==> config.mk <==
export PLATFORM = sky130hd
export DESIGN_NAME = yl3_scroller
export DESIGN_NICKNAME = d
export VERILOG_FILES = /design/src/rtl/yl3_scroller.sv
export SDC_FILE = /design/constraint.sdc
export NUM_CORES = 1
export LEC_CHECK = 0
export ABC_AREA = 1
export CORE_AREA = 2 2 213 215
export DETAILED_ROUTE_END_ITERATION = 6
export DIE_AREA = 0 0 215 217
export PLACE_DENSITY = 0.76
export SLEW_MARGIN = 20
export SYNTH_ARGS = -nofsm -noshare
export SYNTH_HDL_FRONTEND = slang
export SYNTH_SLANG_ARGS = --single-unit
==> constraint.sdc <==
create_clock -name CLK -period 3.05 [get_ports CLK]
set_input_delay 0.305 -clock CLK [delete_from_list [all_inputs] [get_ports CLK]]
set_output_delay 0.305 -clock CLK [all_outputs]
set_load 0.02 [all_outputs]
==> src/rtl/yl3_scroller.sv <==
// Scrolling text source for the YL-3 8-digit driver: message buffer, 8-char window, LOAD/READY handshake.
// Optional bounce scrolling is enabled by defining YL3_SCROLL_BOUNCE_EN (default build: wrap scrolling).
module yl3_scroller #(
   parameter int unsigned MAX_LEN     = 32,
   parameter int unsigned STEP_CYCLES = 12500000,
   parameter int unsigned CNT_W       = 24,
   localparam int unsigned AW         = $clog2(MAX_LEN)
) (
   input  logic          CLK,
   input  logic          nRST,
   input  logic          ENABLE,
   input  logic          RESTART,
   input  logic          MSG_WE,
   input  logic [AW-1:0] MSG_ADDR,
   input  logic [7:0]    MSG_CHAR,
   input  logic [AW:0]   MSG_LEN,
   input  logic          READY,
   output logic [63:0]   DATA,
   output logic          LOAD,
   output logic          BUSY
);

   localparam logic [63:0] BLANK = {8{8'h20}};

   typedef enum logic [1:0] {IDLE, ISSUE, WAIT_BUSY, WAIT_READY} state_t;

   state_t            state, state_next;
   logic [1:0]        wb_cnt, wb_cnt_next;
   logic              issue;

   logic [7:0]        msg_mem [MAX_LEN];
   logic [AW:0]       len, len_in;
   logic [AW:0]       pos, pos_adv, start_pos;
   logic [CNT_W-1:0]  cnt;
   logic              pending;
   logic              tick;
   logic [63:0]       data_q;
   logic [63:0]       window;

   // Message buffer has no reset; contents survive nRST.
   always_ff @(posedge CLK) begin
      if (MSG_WE) msg_mem[MSG_ADDR] <= MSG_CHAR;
   end

   assign len_in = (MSG_LEN > (AW+1)'(MAX_LEN)) ? (AW+1)'(MAX_LEN) : MSG_LEN;
   assign tick   = ENABLE && (cnt == CNT_W'(STEP_CYCLES - 1));

   // Virtual index v = pos+k; message occupies v in [8, 8+len), spaces elsewhere.
   always_comb begin
      logic [AW+1:0] v;
      window = BLANK;
      for (int unsigned k = 0; k < 8; k++) begin
         v = {1'b0, pos} + (AW+2)'(k);
         if (v >= (AW+2)'(8) && v < ({1'b0, len} + (AW+2)'(8)))
            window[63-8*k -: 8] = msg_mem[AW'(v - (AW+2)'(8))];
      end
   end

`ifdef YL3_SCROLL_BOUNCE_EN
   logic        dir_up, dir_next;
   logic [AW:0] lo, hi;

   assign lo        = (len < (AW+1)'(8)) ? len : (AW+1)'(8);
   assign hi        = (len < (AW+1)'(8)) ? (AW+1)'(8) : len;
   assign start_pos = (len_in < (AW+1)'(8)) ? len_in : (AW+1)'(8);

   // Reversal happens on the frame after an end value, so each end is shown exactly once.
   always_comb begin
      pos_adv  = pos;
      dir_next = dir_up;
      if (lo != hi) begin
         if (dir_up) begin
            if (pos >= hi) begin
               pos_adv  = pos - 1'b1;
               dir_next = 1'b0;
            end else begin
               pos_adv  = pos + 1'b1;
            end
         end else begin
            if (pos <= lo) begin
               pos_adv  = pos + 1'b1;
               dir_next = 1'b1;
            end else begin
               pos_adv  = pos - 1'b1;
            end
         end
      end
   end

   always_ff @(posedge CLK or negedge nRST) begin
      if (!nRST)        dir_up <= 1'b1;
      else if (RESTART) dir_up <= 1'b1;
      else if (issue)   dir_up <= dir_next;
   end
`else
   assign start_pos = '0;

   always_comb begin
      if (len == '0 || pos == len + (AW+1)'(7)) pos_adv = '0;
      else                                      pos_adv = pos + 1'b1;
   end
`endif

   // Later assignments win: RESTART over frame issue over step tick.
   always_ff @(posedge CLK or negedge nRST) begin
      if (!nRST) begin
         len     <= '0;
         pos     <= '0;
         cnt     <= '0;
         pending <= 1'b1;
         data_q  <= BLANK;
      end else begin
         if (ENABLE) cnt <= tick ? '0 : cnt + 1'b1;
         if (tick) pending <= 1'b1;
         if (issue) begin
            data_q  <= window;
            pos     <= pos_adv;
            pending <= 1'b0;
         end
         if (RESTART) begin
            len     <= len_in;
            pos     <= start_pos;
            cnt     <= '0;
            pending <= 1'b1;
         end
      end
   end

   always_ff @(posedge CLK or negedge nRST) begin
      if (!nRST) begin
         state  <= IDLE;
         wb_cnt <= '0;
      end else begin
         state  <= state_next;
         wb_cnt <= wb_cnt_next;
      end
   end

   always_comb begin
      state_next  = state;
      wb_cnt_next = wb_cnt;
      issue       = 1'b0;
      case (state)
         IDLE: begin
            if (pending && READY && !RESTART) begin
               issue      = 1'b1;
               state_next = ISSUE;
            end
         end
         ISSUE: begin
            state_next  = WAIT_BUSY;
            wb_cnt_next = '0;
         end
         WAIT_BUSY: begin
            if (!READY || wb_cnt == 2'd3) state_next  = WAIT_READY;
            else                          wb_cnt_next = wb_cnt + 1'b1;
         end
         WAIT_READY: begin
            if (READY) state_next = IDLE;
         end
         default: state_next = IDLE;
      endcase
   end

   assign DATA = data_q;
   assign LOAD = (state == ISSUE);
   assign BUSY = pending || (state != IDLE);

endmodule

# [After elaboration in Yosys (flattened, before gate mapping)]
# Memory sizes are Yosys's and may differ from the RTL's.
# Cells that the tools add are included.
[word_totals] memories=1 ramBits=256 reg_bits=105
[classes] add_sub_neg=20 reduce_logical=25 magnitude_cmp=17 n_eq_ne=10 n_mux=28
[mem_list] memory="msg_mem" depth=32 width=8 read_ports=8 rd_ports_with_merged_regs=0 write_ports=1 line_no="31" rtl="logic [7:0] msg_mem [MAX_LEN];"
[op_table] operator="$mux W24" count=3
[op_table] operator="$mux W8" count=8
[op_table] operator="$ge A7 B4 Y1 const B" count=7
[op_table] operator="$lt A7 B7 Y1" count=7
[op_table] operator="$sub A5 B4 Y5 const B" count=8
[op_table] operator="$add A6 B3 Y7 const B" count=4
[op_table] operator="$add A24 B1 Y24 const B" count=1
[op_table] operator="$eq A24 B24 Y1 const B" count=1
[op_table] operator="$mux W6" count=4
[op_table] operator="$add A6 B2 Y7 const B" count=2
[op_table] operator="$logic_and A1 B1 Y1" count=11
[op_table] operator="$mux W2" count=4
[op_table] operator="$ne A2 B2 Y1 const B" count=4
[op_table] operator="$pmux W2 S4" count=1
[op_table] operator="$reduce_bool A2 Y1" count=4
[op_table] operator="$add A6 B1 Y7 const B" count=1
[op_table] operator="$add A6 B4 Y7 const B" count=1
[op_table] operator="$lt A6 B7 Y1" count=1
[op_table] operator="$mux W1" count=7
[op_table] operator="$add A6 B1 Y6 const B" count=1
[op_table] operator="$add A6 B3 Y6 const B" count=1
[op_table] operator="$eq A2 B2 Y1 const B" count=3
[op_table] operator="$eq A6 B6 Y1" count=1
[op_table] operator="$ge A6 B4 Y1 const B" count=1
[op_table] operator="other kinds (11)" count=14

# [Longest topological paths before layout]
[logic_depth] word_depth=6 ltp_mapped=21

# [Least setup slack after synthesis]
# No wires, ideal clock.
[synth_path] path_kind="register -> register" from="register pos[2]" to="register data_q[5], in the netlist DATA[5]" period_less_slack_ps=2916 setup_ps=72 path_buffers=4 stages_incl_launch_ff=18 arrival_ps=2844 required_time_ps=2978 path_slack_ps=134 path_cell_list="dfrtp_1 > buf_4 > inv_2 > buf_4 > buf_2 > ha_1 > nand2_1 > nand2_1 > nand2_2 > buf_2 > ha_1 > and3_1 > nand3_1 > nand3_1 > a21oi_2 > nand3_1 > nand2_1 > inv_1"
[synth_via] elab_chain_cells=4 elab_cells_between_ends=7 cone_classes="add/sub (2); order compare (2); mux (1); reduce/logical (1); memory (1)"
[synth_lines] item="from (decl)" line_no="33" rtl="logic [AW:0] pos, pos_adv, start_pos;"
[synth_lines] item="from (signal assigned)" line_no="117" rtl="pos <= pos_adv;"
[synth_lines] item="from (signal assigned)" line_no="122" rtl="pos <= start_pos;"
[synth_lines] item="$add A6 B3 Y7 *" line_no="53" rtl="v = {1'b0, pos} + (AW+2)'(k);"
[synth_lines] item="$sub A5 B4 Y5 (tied with other cells)" line_no="55" rtl="window[63-8*k -: 8] = msg_mem[AW'(v - (AW+2)'(8))];"
[synth_lines] item="$mem_v2 Z32 W8 / $logic_and A1 B1 Y1 (equally long branches)"
[synth_lines] item="$mux W8 *" line_no="54" rtl="if (v >= (AW+2)'(8) && v < ({1'b0, len} + (AW+2)'(8)))"
[synth_lines] item="to (signal assigned)" line_no="116" rtl="data_q <= window;"
[synth_lines] item="to (decl)" line_no="37" rtl="logic [63:0] data_q;"
# Mark *: on every way between the ends. The rest lies on a longest branch, timed or not.
# A chain may end at the register's enable or synchronous reset.

# [Worst setup path in the final report]
[layout_path] from="register pos[0]" to="register data_q[36], in the netlist DATA[36]"
[layout_via] elab_chain_cells=4 elab_cells_between_ends=7 cone_classes="add/sub (2); order compare (2); mux (1); reduce/logical (1); memory (1)"
[layout_lines] item="$add A6 B2 Y7 *" line_no="53"
[layout_lines] item="$sub A5 B4 Y5 (tied with other cells)" line_no="55"
[layout_lines] item="$mem_v2 Z32 W8 / $logic_and A1 B1 Y1 (equally long branches)"
[layout_lines] item="$mux W8 *" line_no="54"
# Marked as above.

==> results.cfg <==
[synthesis]
syn_avg_cell_area_um2 = 7.328
synth_edf_count = 256
yosysUniqueCellTypes = 45
synth.most_common_cell = nand3_1
synth_cells = 3424
synthTopCellsByArea = edfxtp_1 31%, nand3_1 27%, nand2_1 15%, dfrtp_1 9.6%, ha_1 3.7%
synth_fp_nets = 3524
netlist_area_mm2 = 0.02509
yosysTopAreaCell = edfxtp_1
ys.flop_type = edfxtp_1
yosysWarnings = 0
synth-seq-cells = 361
seq_area_frac_synth = 0.4116
ys_top_cells_by_count = 1351 x nand3_1, 980 x nand2_1, 256 x edfxtp_1, 106 x buf_2, 97 x inv_1
async_flop_share = 0.2909
yosys.area.top_type_share = 0.3064

[power]
p_switching_mw = 6.965
vdd_ir_drop_max_mv = 0.5954
p_int_mw = 10.28
power_frac_seq = 0.328
p_sw_frac = 0.4039
pwr-share-clk = 0.303
p_leak_nw = 12.00
p_comb_frac = 0.370
power_density_mw_per_mm2 = 608.3

[grt]
grt_pass1_vias = 25690
grt_pass1_wl_mm = 165.0
antenna_found_initial = 7
grt_max_degree = 130
grt_use_total = 0.4789
globalRouteOverflowTotal = 0

[worst_setup_path]
critPathMaxStageDelay_ns = 0.54
crit_arrival_ns = 3.34
end_kind = flop
cp_num_buf_inv = 2
path_cells = inv_6 -> ha_4 -> buf_12 -> nand3_1 -> nand3_1 -> nand3_1 -> nand2_1 -> nand2_1 -> nand3_1 -> nand2_1
cp-start-kind = flop
crit_family = simple AND/OR/NAND/NOR gates
crit_fanout = 104
path_class = flop to flop
cp.required_ns = 3.52
path_common_cell = nand3_1
slowest_stage = dfrtp_4

[route]
first_iter_violations = 5679
num_vias = 28180
avgViaCountPerCell = 6.836
drt_first_pass_iters = 7
wire_per_inst_um = 27.55
routed_wirelength_mm = 113.6
drcViolationCount = 29
drt.antenna.violating_nets = 0

[die]
core_mm2 = 0.04470
start_util = 0.5613
fp.dieArea_mm2 = 0.04666
design.portCount = 91
num_rows = 78
die_x_um = 215
fp.dieH_um = 217

[sta]
whs_ns = 0.2550
timing.final.ws_setup_ns = 0.1846
fmax_mhz = 349.0
tightest_slew_ns = 1.025
rsz0062_at_grt = no
setup_viol = 0
slew_viol_final = 0
min_period_over_period = 0.9395
tns_ns = 0
period_needed_ns = 2.865
fin_skew_ns = 0.03748
hold_viol_final = 0
slew_headroom = 0.3140

[clock_tree]
tritoncts = yes
cts_setup_buffers = 0
clock_latency_ns = 0.61
cts_sinks = 361
cts_buffer_depth = 3
htreeDepth = 2
ctsResizeCount = 0
root_buffer = clkbuf_16
cts_buffers = 42
cts.clk_slew.worst_paths_ns = 0.07

[place]
gp_congestion = 1.121
dp.final_hpwl_mm = 79.25
portBuffers = 90
pre_cts_slack_ns = 0.3173
dp_cells = 4042

[final_layout]
final_cells = 4123
layout-drive-gt1-share = 0.07587
fillers = 4027
fin_nets = 3587
syn2layout_area_growth_pct = 13.00

[min_path]
hp-class = input port to async pin

[outcome]
status = finished, violations left
violations = design-rule violations

[job]
maxCapViolations = 0
-- metrics by stage --
stage | cell area (µm²) | util | power, mW
global placement | 26950 | 0.6029 | 11.60
CTS | 28340 | 0.6341 | 16.83
floorplan | 25090 | - | 9.489
global route | 28340 | 0.6341 | 17.75
detailed placement | 26950 | 0.6029 | 11.69
finish | 28350 | 0.6343 | 17.25
-- final cells by class --
class | instances | area [µm²] | area share
Sequential cell | 361 | 10330 | 0.3645
Antenna cell | 4 | 10.01 | 0.0003530
Tap cell | 600 | 750.7 | 0.02648
Inverter | 110 | 422.9 | 0.01492
Multi-Input combinational cell | 2737 | 13300 | 0.4690
Timing Repair Buffer | 235 | 2152 | 0.07590
Clock inverter | 27 | 307.8 | 0.01086
Clock buffer | 49 | 1077 | 0.03800
-- what timing repair did --
| action | in CTS | in global routing |
|---|---|---|
| hold buffers | 1 | 0 |
| endpoints found under the hold margin | 29 | 0 |
| endpoints found under the setup margin | 0 | 0 |
-- power by group through the flow --
stage,combinational [mW],clock [mW],sequential [mW]
floorplan,3.75,0,5.74
global placement,5.87,0,5.72
detailed placement,5.96,0,5.73
CTS,5.99,5.21,5.63
global route,6.69,5.40,5.65
finish,6.38,5.22,5.65
-- final timing paths --
path | from | end | slack, ns | cells after the start
max | pos[0] | DATA[36] | 0.18 | 10
max in group asynchronous | nRST | DATA[61] | 1.85 | 3
min reg2reg | DATA[36] | DATA[36] | 0.51 | 2
min | nRST | DATA[4] | 0.26 | 2
min in group CLK | MSG_LEN[4] | len[4] | 0.33 | 3
max reg2reg | pos[0] | DATA[36] | 0.18 | 10
-- routing by layer --
metal / routed length, µm / global-route usage
met1: 40180 / 0.6258
met5: 179 / 0.01979
met2: 44260 / 0.6607
met3: 19510 / 0.1845
met4: 9448 / 0.3071
-- flip-flops by register name, indices dropped and copies added (netlist names) --
signal,cells
pending,1
state,2
pos,6
DATA,64
cnt,24
wb_cnt,2
msg_mem,256
len,6
-- placed cells by master (no fill, tap or decap), types with 3 or more instances in the layout --
cell                n
nand3_1          1351
clkdlybuf4s50_1    89
buf_4             132
clkbuf_1            7
a21oi_1            73
edfxtp_1          256
xor2_1             13
nor3b_1             3
nor2_1             92
nand4_1            13
dfrtp_1            93
clkinvlp_4          5
o21ai_0            19
inv_2              10
o21ai_1            33
nor2_2              6
diode_2             4
nand3b_1            7
bufinv_16           6
ha_1               73
or2_2              11
nor3_1             13
nand2_2             4
and2_1              3
xnor2_1             4
clkbuf_16          42
buf_12             13
o211ai_1           14
clkinv_2            6
xor2_4              5
inv_1              95
nand2_1           978
clkinv_1            9
dfstp_2             9
-- cells by family (layout without fill, tap and decap cells) --
family                     count (synthesis)  after routing  share of synthesized area
and+or+nand+nor                         2487           2487                     0.4462
DFF                                      361            361                     0.4116
buffers and inverters                    326            421                    0.06034
AOI/OAI and AO/OA                        151            151                    0.03281
adders and majority gates                 75             75                    0.03740
xor gates and xnor gates                  24             24                    0.01167
other                                      0              4                          0
Power figures use the tool's default switching activity.
